<file path="src/rtl/servo_slew_if.sv">
// Target handshake and position/status bundle between the arm sequencer and the slew stage.
interface servo_slew_if;
  logic       tgt_valid;
  logic       tgt_ready;
  logic [7:0] tgt_pos;
  logic [7:0] position;
  logic       busy;
  logic       done;

  // Sequencer side: offers targets, watches motion status.
  modport master (
    output tgt_valid,
    output tgt_pos,
    input  tgt_ready,
    input  position,
    input  busy,
    input  done
  );

  // Slew stage side.
  modport slave (
    input  tgt_valid,
    input  tgt_pos,
    output tgt_ready,
    output position,
    output busy,
    output done
  );
endinterface

</file>
<file path="src/rtl/servo_slew.sv">
// Rate-limited position profiler: clamps accepted targets, steps the commanded
// position by at most STEP per tick, then settles and pulses done.
module servo_slew #(
  parameter int unsigned TICK_CYCLES  = 100000,
  parameter int unsigned STEP         = 1,
  parameter int unsigned SETTLE_TICKS = 10,
  parameter int unsigned POS_MIN      = 0,
  parameter int unsigned POS_MAX      = 255,
  parameter int unsigned HOME         = 128
) (
  input logic         clk,
  input logic         rst,
  servo_slew_if.slave bus
);

  localparam int unsigned TICK_W      = (TICK_CYCLES > 1) ? $clog2(TICK_CYCLES) : 1;
  localparam int unsigned SET_W       = (SETTLE_TICKS > 1) ? $clog2(SETTLE_TICKS) : 1;
  localparam int unsigned SETTLE_LAST = (SETTLE_TICKS == 0) ? 0 : SETTLE_TICKS - 1;
  localparam logic [TICK_W-1:0] TICK_LAST = TICK_W'(TICK_CYCLES - 1);
  localparam logic [SET_W-1:0]  SET_LAST  = SET_W'(SETTLE_LAST);
  localparam logic [7:0] MIN8  = 8'(POS_MIN);
  localparam logic [7:0] MAX8  = 8'(POS_MAX);
  localparam logic [7:0] HOME8 = 8'(HOME);
  localparam logic [7:0] STEP8 = 8'(STEP);
  localparam logic [8:0] STEP9 = 9'(STEP);

  typedef enum logic [1:0] {S_IDLE, S_MOVE, S_SETTLE} state_e;

  state_e            state_q, state_d;
  logic [7:0]        pos_q, pos_d;
  logic [7:0]        tgt_q, tgt_d;
  logic [TICK_W-1:0] tick_q, tick_d;
  logic [SET_W-1:0]  settle_q, settle_d;
  logic              done_q, done_d;
  logic              ready_q;

  logic       accept;
  logic [7:0] tgt_clamp;
  logic [7:0] aim;
  logic [8:0] diff9;
  logic [8:0] mag9;
  logic       arrive;
  logic [7:0] step_pos;
  logic       tick_wrap;

  // Handshake, clamp and the one-tick step toward the effective target.
  always_comb begin
    accept    = bus.tgt_valid & ready_q;
    tgt_clamp = (bus.tgt_pos < MIN8) ? MIN8 :
                (bus.tgt_pos > MAX8) ? MAX8 : bus.tgt_pos;
    aim       = accept ? tgt_clamp : tgt_q;
    diff9     = {1'b0, aim} - {1'b0, pos_q};
    mag9      = diff9[8] ? (9'd0 - diff9) : diff9;
    arrive    = (mag9 <= STEP9);
    step_pos  = arrive ? aim : (diff9[8] ? pos_q - STEP8 : pos_q + STEP8);
    tick_wrap = (tick_q == TICK_LAST);
  end

  // Next-state logic: move cadence, settle timing, retarget and abort handling.
  always_comb begin
    state_d  = state_q;
    pos_d    = pos_q;
    tgt_d    = tgt_q;
    tick_d   = tick_q;
    settle_d = settle_q;
    done_d   = 1'b0;
    if (accept) tgt_d = tgt_clamp;
    case (state_q)
      S_IDLE, S_SETTLE: begin
        if (accept) begin
          tick_d   = '0;
          settle_d = '0;
          state_d  = (tgt_clamp == pos_q) ? S_SETTLE : S_MOVE;
        end else if (state_q == S_SETTLE) begin
          if (SETTLE_TICKS == 0) begin
            done_d  = 1'b1;
            state_d = S_IDLE;
          end else begin
            tick_d = tick_wrap ? '0 : tick_q + TICK_W'(1);
            if (tick_wrap) begin
              if (settle_q == SET_LAST) begin
                done_d   = 1'b1;
                state_d  = S_IDLE;
                settle_d = '0;
              end else begin
                settle_d = settle_q + SET_W'(1);
              end
            end
          end
        end
      end
      S_MOVE: begin
        // Retargets keep the running cadence; only arrival clears it.
        tick_d = tick_wrap ? '0 : tick_q + TICK_W'(1);
        if (accept && (tgt_clamp == pos_q)) begin
          state_d  = S_SETTLE;
          tick_d   = '0;
          settle_d = '0;
        end else if (tick_wrap) begin
          pos_d = step_pos;
          if (arrive) begin
            state_d  = S_SETTLE;
            tick_d   = '0;
            settle_d = '0;
          end
        end
      end
      default: state_d = S_IDLE;
    endcase
  end

  // State and output registers with synchronous active-low reset.
  always_ff @(posedge clk) begin
    if (!rst) begin
      state_q  <= S_IDLE;
      pos_q    <= HOME8;
      tgt_q    <= HOME8;
      tick_q   <= '0;
      settle_q <= '0;
      done_q   <= 1'b0;
      ready_q  <= 1'b0;
    end else begin
      state_q  <= state_d;
      pos_q    <= pos_d;
      tgt_q    <= tgt_d;
      tick_q   <= tick_d;
      settle_q <= settle_d;
      done_q   <= done_d;
      ready_q  <= 1'b1;
    end
  end

  assign bus.position  = pos_q;
  assign bus.tgt_ready = ready_q;
  assign bus.done      = done_q;
  assign bus.busy      = (state_q != S_IDLE);

endmodule

</file>
<file path="src/flat_wrapper.sv">
// flat-port wrapper written by rule: the top's interface ports become plain ports
module servo_slew_flat 
#(
  parameter int unsigned TICK_CYCLES  = 100000,
  parameter int unsigned STEP         = 1,
  parameter int unsigned SETTLE_TICKS = 10,
  parameter int unsigned POS_MIN      = 0,
  parameter int unsigned POS_MAX      = 255,
  parameter int unsigned HOME         = 128
)
  (clk, rst, bus_tgt_valid, bus_tgt_pos, bus_tgt_ready, bus_position, bus_busy, bus_done);
  servo_slew_if bus_i ();
  input logic clk;
  input logic rst;
  input wire logic [$bits(bus_i.tgt_valid)-1:0] bus_tgt_valid;
  input wire logic [$bits(bus_i.tgt_pos)-1:0] bus_tgt_pos;
  output wire logic [$bits(bus_i.tgt_ready)-1:0] bus_tgt_ready;
  output wire logic [$bits(bus_i.position)-1:0] bus_position;
  output wire logic [$bits(bus_i.busy)-1:0] bus_busy;
  output wire logic [$bits(bus_i.done)-1:0] bus_done;
  assign bus_i.tgt_valid = bus_tgt_valid;
  assign bus_i.tgt_pos = bus_tgt_pos;
  assign bus_tgt_ready = bus_i.tgt_ready;
  assign bus_position = bus_i.position;
  assign bus_busy = bus_i.busy;
  assign bus_done = bus_i.done;
  servo_slew #(.TICK_CYCLES(TICK_CYCLES), .STEP(STEP), .SETTLE_TICKS(SETTLE_TICKS), .POS_MIN(POS_MIN), .POS_MAX(POS_MAX), .HOME(HOME)) u_core (.clk(clk), .rst(rst), .bus(bus_i));
endmodule
</file>
<file path="config.mk">
export PLATFORM = sky130hd
export DESIGN_NAME = servo_slew_flat
export DESIGN_NICKNAME = d
export VERILOG_FILES = /design/src/rtl/servo_slew_if.sv /design/src/rtl/servo_slew.sv /design/src/flat_wrapper.sv
export SDC_FILE = /design/constraint.sdc
export NUM_CORES = 1
export LEC_CHECK = 0
export CORE_ASPECT_RATIO = 0.6
export CORE_MARGIN = 2
export CORE_UTILIZATION = 64
export CTS_CLUSTER_DIAMETER = 150
export CTS_CLUSTER_SIZE = 20
export DETAILED_ROUTE_END_ITERATION = 8
export DONT_BUFFER_PORTS = 1
export GPL_TIMING_DRIVEN = 0
export PLACE_DENSITY = 0.8
export SYNTH_ARGS = -nofsm -noshare
export SYNTH_HDL_FRONTEND = slang
export SYNTH_SLANG_ARGS = --single-unit
</file>
<file path="constraint.sdc">
create_clock -name clk -period 5.7 [get_ports clk]
set_input_delay 0.57 -clock clk [delete_from_list [all_inputs] [get_ports clk]]
set_output_delay 0.57 -clock clk [all_outputs]
set_load 0.005 [all_outputs]
</file>
; ---- Word-level counts from Yosys, hierarchy flattened
; Cells that the tools add are included.
[totals]
word_cells = 74
ff_bits = 41
input_bits = 11
[op_classes]
n_eq_ne = 10
addsub = 6
bitwise_logic = 6
reduce_logical = 10
n_mux = 32
magnitude_cmp = 3
[op_table]
columns = operator, count
row1 = $mux 17, 6
row2 = $mux 8, 5
row3 = $pmux 17 s2, 1
row4 = $mux 4, 7
row5 = $add 17x1->17 const B, 1
row6 = $eq 17x17->1 const B, 1
row7 = $mux 2, 8
row8 = $ne 3x1->1 const B, 5
row9 = $reduce_and 5->1, 2
row10 = $le 9x1->1 const B, 1
row11 = $mux 9, 1
row12 = $sub 1x9->9 const A, 1
row13 = $sub 8x8->9, 1
row14 = $add 8x1->8 const B, 1
row15 = $eq 8x8->1, 1
row16 = $gt 8x8->1 const B, 1
row17 = $lt 8x1->1 const B, 1
row18 = $pmux 4 s2, 1
row19 = $sub 8x1->8 const B, 1
row20 = $not 1->1, 5
row21 = $reduce_or 5->1, 1
row22 = $add 4x1->4 const B, 1
row23 = $eq 4x4->1 const B, 1
row24 = $pmux 2 s2, 1
row25 = other kinds (10), 12

; ---- Longest topological paths before layout
[logic_depth]
ltp_word = 12
depth_mapped = 20
depth_no_buf = 18

; ---- Least setup slack after synthesis
; No wires, ideal clock.
[synth_timing]
kind = in2reg
startpoint = input bus_tgt_valid
endpoint = register u_core.pos_q[7] (netlist: u_core.bus.position[7])
t_arrival_ns = 4.695
t_required_ns = 5.578
stages = 20
path_slack_ns = 0.883
n_path_buf = 2
path_cell_list = and2_1 -> clkbuf_1 -> nand2_1 -> nand2_1 -> inv_1 -> fa_1 -> nand2b_1 -> a211oi_1 -> o41a_1 -> buf_4 -> clkinv_1 -> ha_1 -> a21o_1 -> a21oi_1 -> o21bai_1 -> a2111oi_0 -> nor3_1 -> or4_1 -> a22o_1 -> o311a_1
[synth_between]
elab_chain_len = 7
[synth_rtl]
columns = element, line
row1 = from (decl), flat_wrapper.sv:15  ; input wire logic [$bits(bus_i.tgt_valid)-1:0] bus_tgt_valid;
row2 = $and 1x1->1 (*), servo_slew.sv:48  ; accept = bus.tgt_valid & ready_q;
row3 = $mux 8 (*), servo_slew.sv:51  ; aim = accept ? tgt_clamp : tgt_q;
row4 = net u_core.aim[1], servo_slew.sv:39  ; logic [7:0] aim;
row5 = $sub 8x8->9 (*), servo_slew.sv:52  ; diff9 = {1'b0, aim} - {1'b0, pos_q};
row6 = $sub 1x9->9, servo_slew.sv:53  ; mag9 = diff9[8] ? (9'd0 - diff9) : diff9;
row7 = $mux 9, servo_slew.sv:53
row8 = $le 9x1->1, servo_slew.sv:54  ; arrive = (mag9 <= STEP9);
row9 = $mux 8 (*), servo_slew.sv:55  ; step_pos = arrive ? aim : (diff9[8] ? pos_q - STEP8 : pos_q + STEP8);
row10 = to (signal assigned), servo_slew.sv:124  ; pos_q <= pos_d;
row11 = to (decl), servo_slew.sv:30  ; logic [7:0] pos_q, pos_d;
; Mark *: on every way through the listed nets, which the timed path passes. The rest lies on a longest branch.
; A chain may end at the register's enable or synchronous reset.

; ---- Final worst setup path
[layout_timing]
startpoint = register u_core.ready_q (netlist: u_core.bus.tgt_ready)
endpoint = register u_core.pos_q[7] (netlist: u_core.bus.position[7])
[layout_between]
elab_chain_len = 7
[layout_rtl]
columns = element, line
row1 = from (decl), servo_slew.sv:35  ; logic ready_q;
row2 = from (signal assigned), servo_slew.sv:121  ; ready_q <= 1'b0;
row3 = from (signal assigned), servo_slew.sv:129  ; ready_q <= 1'b1;
row4 = $and 1x1->1 (*), servo_slew.sv:48
row5 = $mux 8 (*), servo_slew.sv:51
row6 = net u_core.aim[1], servo_slew.sv:39
row7 = $sub 8x8->9 (*), servo_slew.sv:52
row8 = $sub 1x9->9, servo_slew.sv:53
row9 = $mux 9, servo_slew.sv:53
row10 = $le 9x1->1, servo_slew.sv:54
row11 = $mux 8 (*), servo_slew.sv:55
; Marked as above.

==> results.md <==
* Status: completed
* Worst reg2reg path depth at 20
* Post-Synth Adder-Cell Area at 0.0891
* DRT Pass-1 Iters at 6
* Simple-gate share of the synthesized area at 0.276
* GR Overflow Total at 0
* # setup viols final at 0
* Placed inst area at 3060 um^2
* Post-synthesis mux area share at 0.0134
* Hold Path Sink: u_core.bus.tgt_ready
* Post-Syn Nets at roughly 410
* Antenna violations before repair at 0
* Delay-heaviest family, CP: compound AO/OA/AOI/OAI gates
* FMAX at 188 MHz
* Pleak at 0.00126 uW
* Setup TNS at 0 ps
* Post-synth EDFFs at 0
* Number of vias per cell at 6.41
* Max clock buf depth at 2
* TritonCTS buffer count at 5
* First-pass GRT wire length at 12.0 mm
* Final Power at between 600 and 700 uW
* Avg Inst Size Synth at 7.90 um^2
* Die area at about 5200 um^2
* Clock-pin slew on the worst setup and hold paths at 80 ps
* I/O pins at 22
* Worst-Margin Slew at 624 ps
* Fin crit period at 5330 ps
* CTS tree: yes
* Final-report hold violation count at 0
* Hold-critical path depth at 0
* GP Congestion at between 0.8 and 0.9
* Starting Density at 0.659
* Mapped Area at 2980 um^2
* Antenna-violating nets left at 0
* Area growth, synth to finish at 5.71%
* Hold path start: rst
* Combinational family with the most area after synthesis: simple AND/OR/NAND/NOR gates
* Clock sinks at 41
* Largest net degree at the start of global routing at 13
* Kind of critical path: reg -> reg
* Commonest cells after routing, fill and taps aside: nand2_1 (43), dfxtp_1 (41), nor2_1 (40)
* Seq/Total Area, Yosys at 0.276
* Antenna cells at 0
* FF+latch count, synth at between 40 and 50
* H-tree depth at 2
* Worst EP arrival at 5510 ps
* CP endpoint kind: register
* Slowest CP cell: or4_1
* Peak fanout along the critical path at 10
* WL final at 7.45 mm
* Clock Latency Late Sink at approximately 300 ps
* Reg-to-reg endpoint: u_core.bus.position[7]
* CP Launch Type: register
* Buffers on Ports at 0
* Routed vias at 2871
* Worst r2r src: u_core.bus.tgt_ready
* Nets at 415
* Crit-path max cell delay at 530 ps
* Die Height at about 57 um
* Post-synth ARST share at 0
* Chip Width at 92.1 um
* Fillcell total at approximately 380
* Layout cell share with drive strength beyond 1 at 0.0701
* Distinct cells, synth at 68
* Most used cell, CP: nand2_1
* Core area at 4520 um^2
* Mapped Cells at around 380
* Avg WL per Cell at 16.6 um
* CP Cell Sequence: and2_1 -> clkbuf_2 -> nand2_1 -> nand2_1 -> inv_1 -> fa_1 -> nand2b_1 -> a211oi_1 -> o41a_1 -> buf_4 -> clkinv_1 -> ha_1 -> a21o_1 -> a21oi_1 -> o21bai_1 -> a2111oi_2 -> nor3_1 -> or4_1 -> a22o_1 -> o311a_1
* Site Rows at 19
* Warnings, synthesis at 0
* Pwr dens at 219 nW/um^2
* Maxcap violations at 0
* Skew final at 6.14 ps
* CP required at between 5000 and 6000 ps
* Fin crit share at 0.934
* VDD IR max at 0.125 mV
* Root Buffer: clkbuf_8
* Final HPWL DP at 5.75 mm
* Post-synth top flop: dfxtp_1
* Fin. max-slew vios at 0
* RSZ-0062 raised after global routing: false
* Final Instance Area at 3150 um^2
* DRC viols at 0
* Slew margin rel. at 0.582
* Hold-fix buffers at CTS at 0
* Hold WC Path Type: in -> reg
* Reg2reg setup slack at 370 ps
* Initial DRC Count at approximately 240
* Vias in the first global route at 2466
* Synth Area in XOR/XNOR at 0.0908
* Commonest non-fill, non-tap cell in the layout: nand2_1
* Total track usage at 0.290
* Synth Area in Compound Gates at 0.206
* CP bufs+invs at 4
-- how the worst max path moves through the flow --
stage / cells past startpoint / slack (ps) / from / endpoint
3_3_place_gp: 20 / -10 / bus_tgt_valid / u_core.bus.position[7]
5_1_grt: 20 / 100 / u_core.bus.tgt_ready / u_core.bus.position[7]
2_1_floorplan: 20 / 880 / bus_tgt_valid / u_core.bus.position[7]
4_1_cts: 20 / 10 / u_core.bus.tgt_ready / u_core.bus.position[7]
6_report: 20 / 370 / u_core.bus.tgt_ready / u_core.bus.position[7]
3_5_place_dp: 20 / -130 / bus_tgt_valid / u_core.bus.position[7]
-- stage by stage --
step / std cells / hold WS [ps] / setup slack [ps] / util
after CTS: 448 / 291 / 11.0 / 0.695
after detailed placement: 440 / 464 / -134 / 0.677
after global routing: 448 / 284 / 104 / 0.697
after global placement: 440 / 470 / -9.50 / 0.677
after floorplan: 377 / 444 / 883 / -
final: 448 / 291 / 374 / 0.697
-- state kept, by name, summed over array words and instances, names as in the netlist --
signal	cells
u_core.tick_q	17
u_core.bus.position	8
u_core.tgt_q	8
u_core.settle_q	4
u_core.state_q	2
u_core.bus.done	1
u_core.bus.tgt_ready	1
-- cells by family after synthesis --
family | count (synthesis)
compound gates | 85
flops | 41
mux | 4
simple gates | 162
xor+xnor | 30
buf+inv | 35
fa+ha+maj | 20
-- cell usage after synthesis (all sizes together), types with 2 or more instances --
cell	number	area [um^2]
a211o	3	26.3
a211oi	3	27.5
a21o	5	37.5
a21oi	20	104
a311o	2	20.0
a311oi	6	52.6
a31oi	3	18.8
and2	9	56.3
and3	4	25.0
and4	4	35.0
buf	3	26.3
clkbuf	10	37.5
dfxtp	41	821
fa	2	40.0
ha	18	225
inv	21	78.8
mux2i	4	40.0
nand2	43	161
nand2b	3	18.8
nand3	17	85.1
nand4	7	43.8
nand4b	3	26.3
nor2	40	150
nor2b	2	15.0
nor3	7	35.0
nor3b	2	20.0
nor4	5	37.5
o2111ai	2	17.5
o21a	2	15.0
o21ai	17	85.1
o21bai	2	15.0
o221ai	2	17.5
o22ai	2	18.8
o31ai	3	27.5
or2	7	43.8
or3	3	18.8
or4	3	22.5
xnor2	14	130
xor2	16	140
-- worst register-to-register path, cell delays in order, from the launching register on --
cell       delay (ps)
dfxtp_1           370
and2_1            230
clkbuf_2          290
nand2_1            90
nand2_1           100
inv_1              70
fa_1              440
nand2b_1          210
a211oi_1          300
o41a_1            190
buf_4             160
clkinv_1          290
ha_1              380
a21o_1            220
a21oi_1           240
o21bai_1          150
a2111oi_2         500
nor3_1            130
or4_1             530
a22o_1            230
o311a_1           120
-- repair_timing --
action / in CTS / in global routing
setup endpoints to repair: 0 / 1
hold endpoints to repair: 0 / 0
setup buffers: 0 / 0
gates resized for setup: 0 / 6
-- layout make-up --
| class | instances | area [um^2] | area share |
|---|---|---|---|
| multi-input cells | 301 | 2020 | 0.641 |
| inverters | 22 | 82.6 | 0.0262 |
| plain buffers | 13 | 66.3 | 0.0211 |
| clock buffers | 6 | 72.6 | 0.0231 |
| well taps | 63 | 78.8 | 0.0250 |
| flip-flops and latches | 41 | 821 | 0.261 |
| clock inverters | 2 | 10.0 | 0.00318 |
-- power breakdown --
| part | internal [uW] | switching (uW) | total [uW] |
|---|---|---|---|
| registers | 292 | 3.65 | 296 |
| logic | 76.2 | 130 | 207 |
| clock network | 84.9 | 102 | 187 |
-- routing by layer --
metal	up-vias	routed length, um	track usage
li1	1372	-	-
met1	1343	3730	0.474
met2	147	2880	0.383
met3	9	773	0.0644
met4	0	55	0.0448
met5	-	0	0
Power figures use the tool's default switching activity.
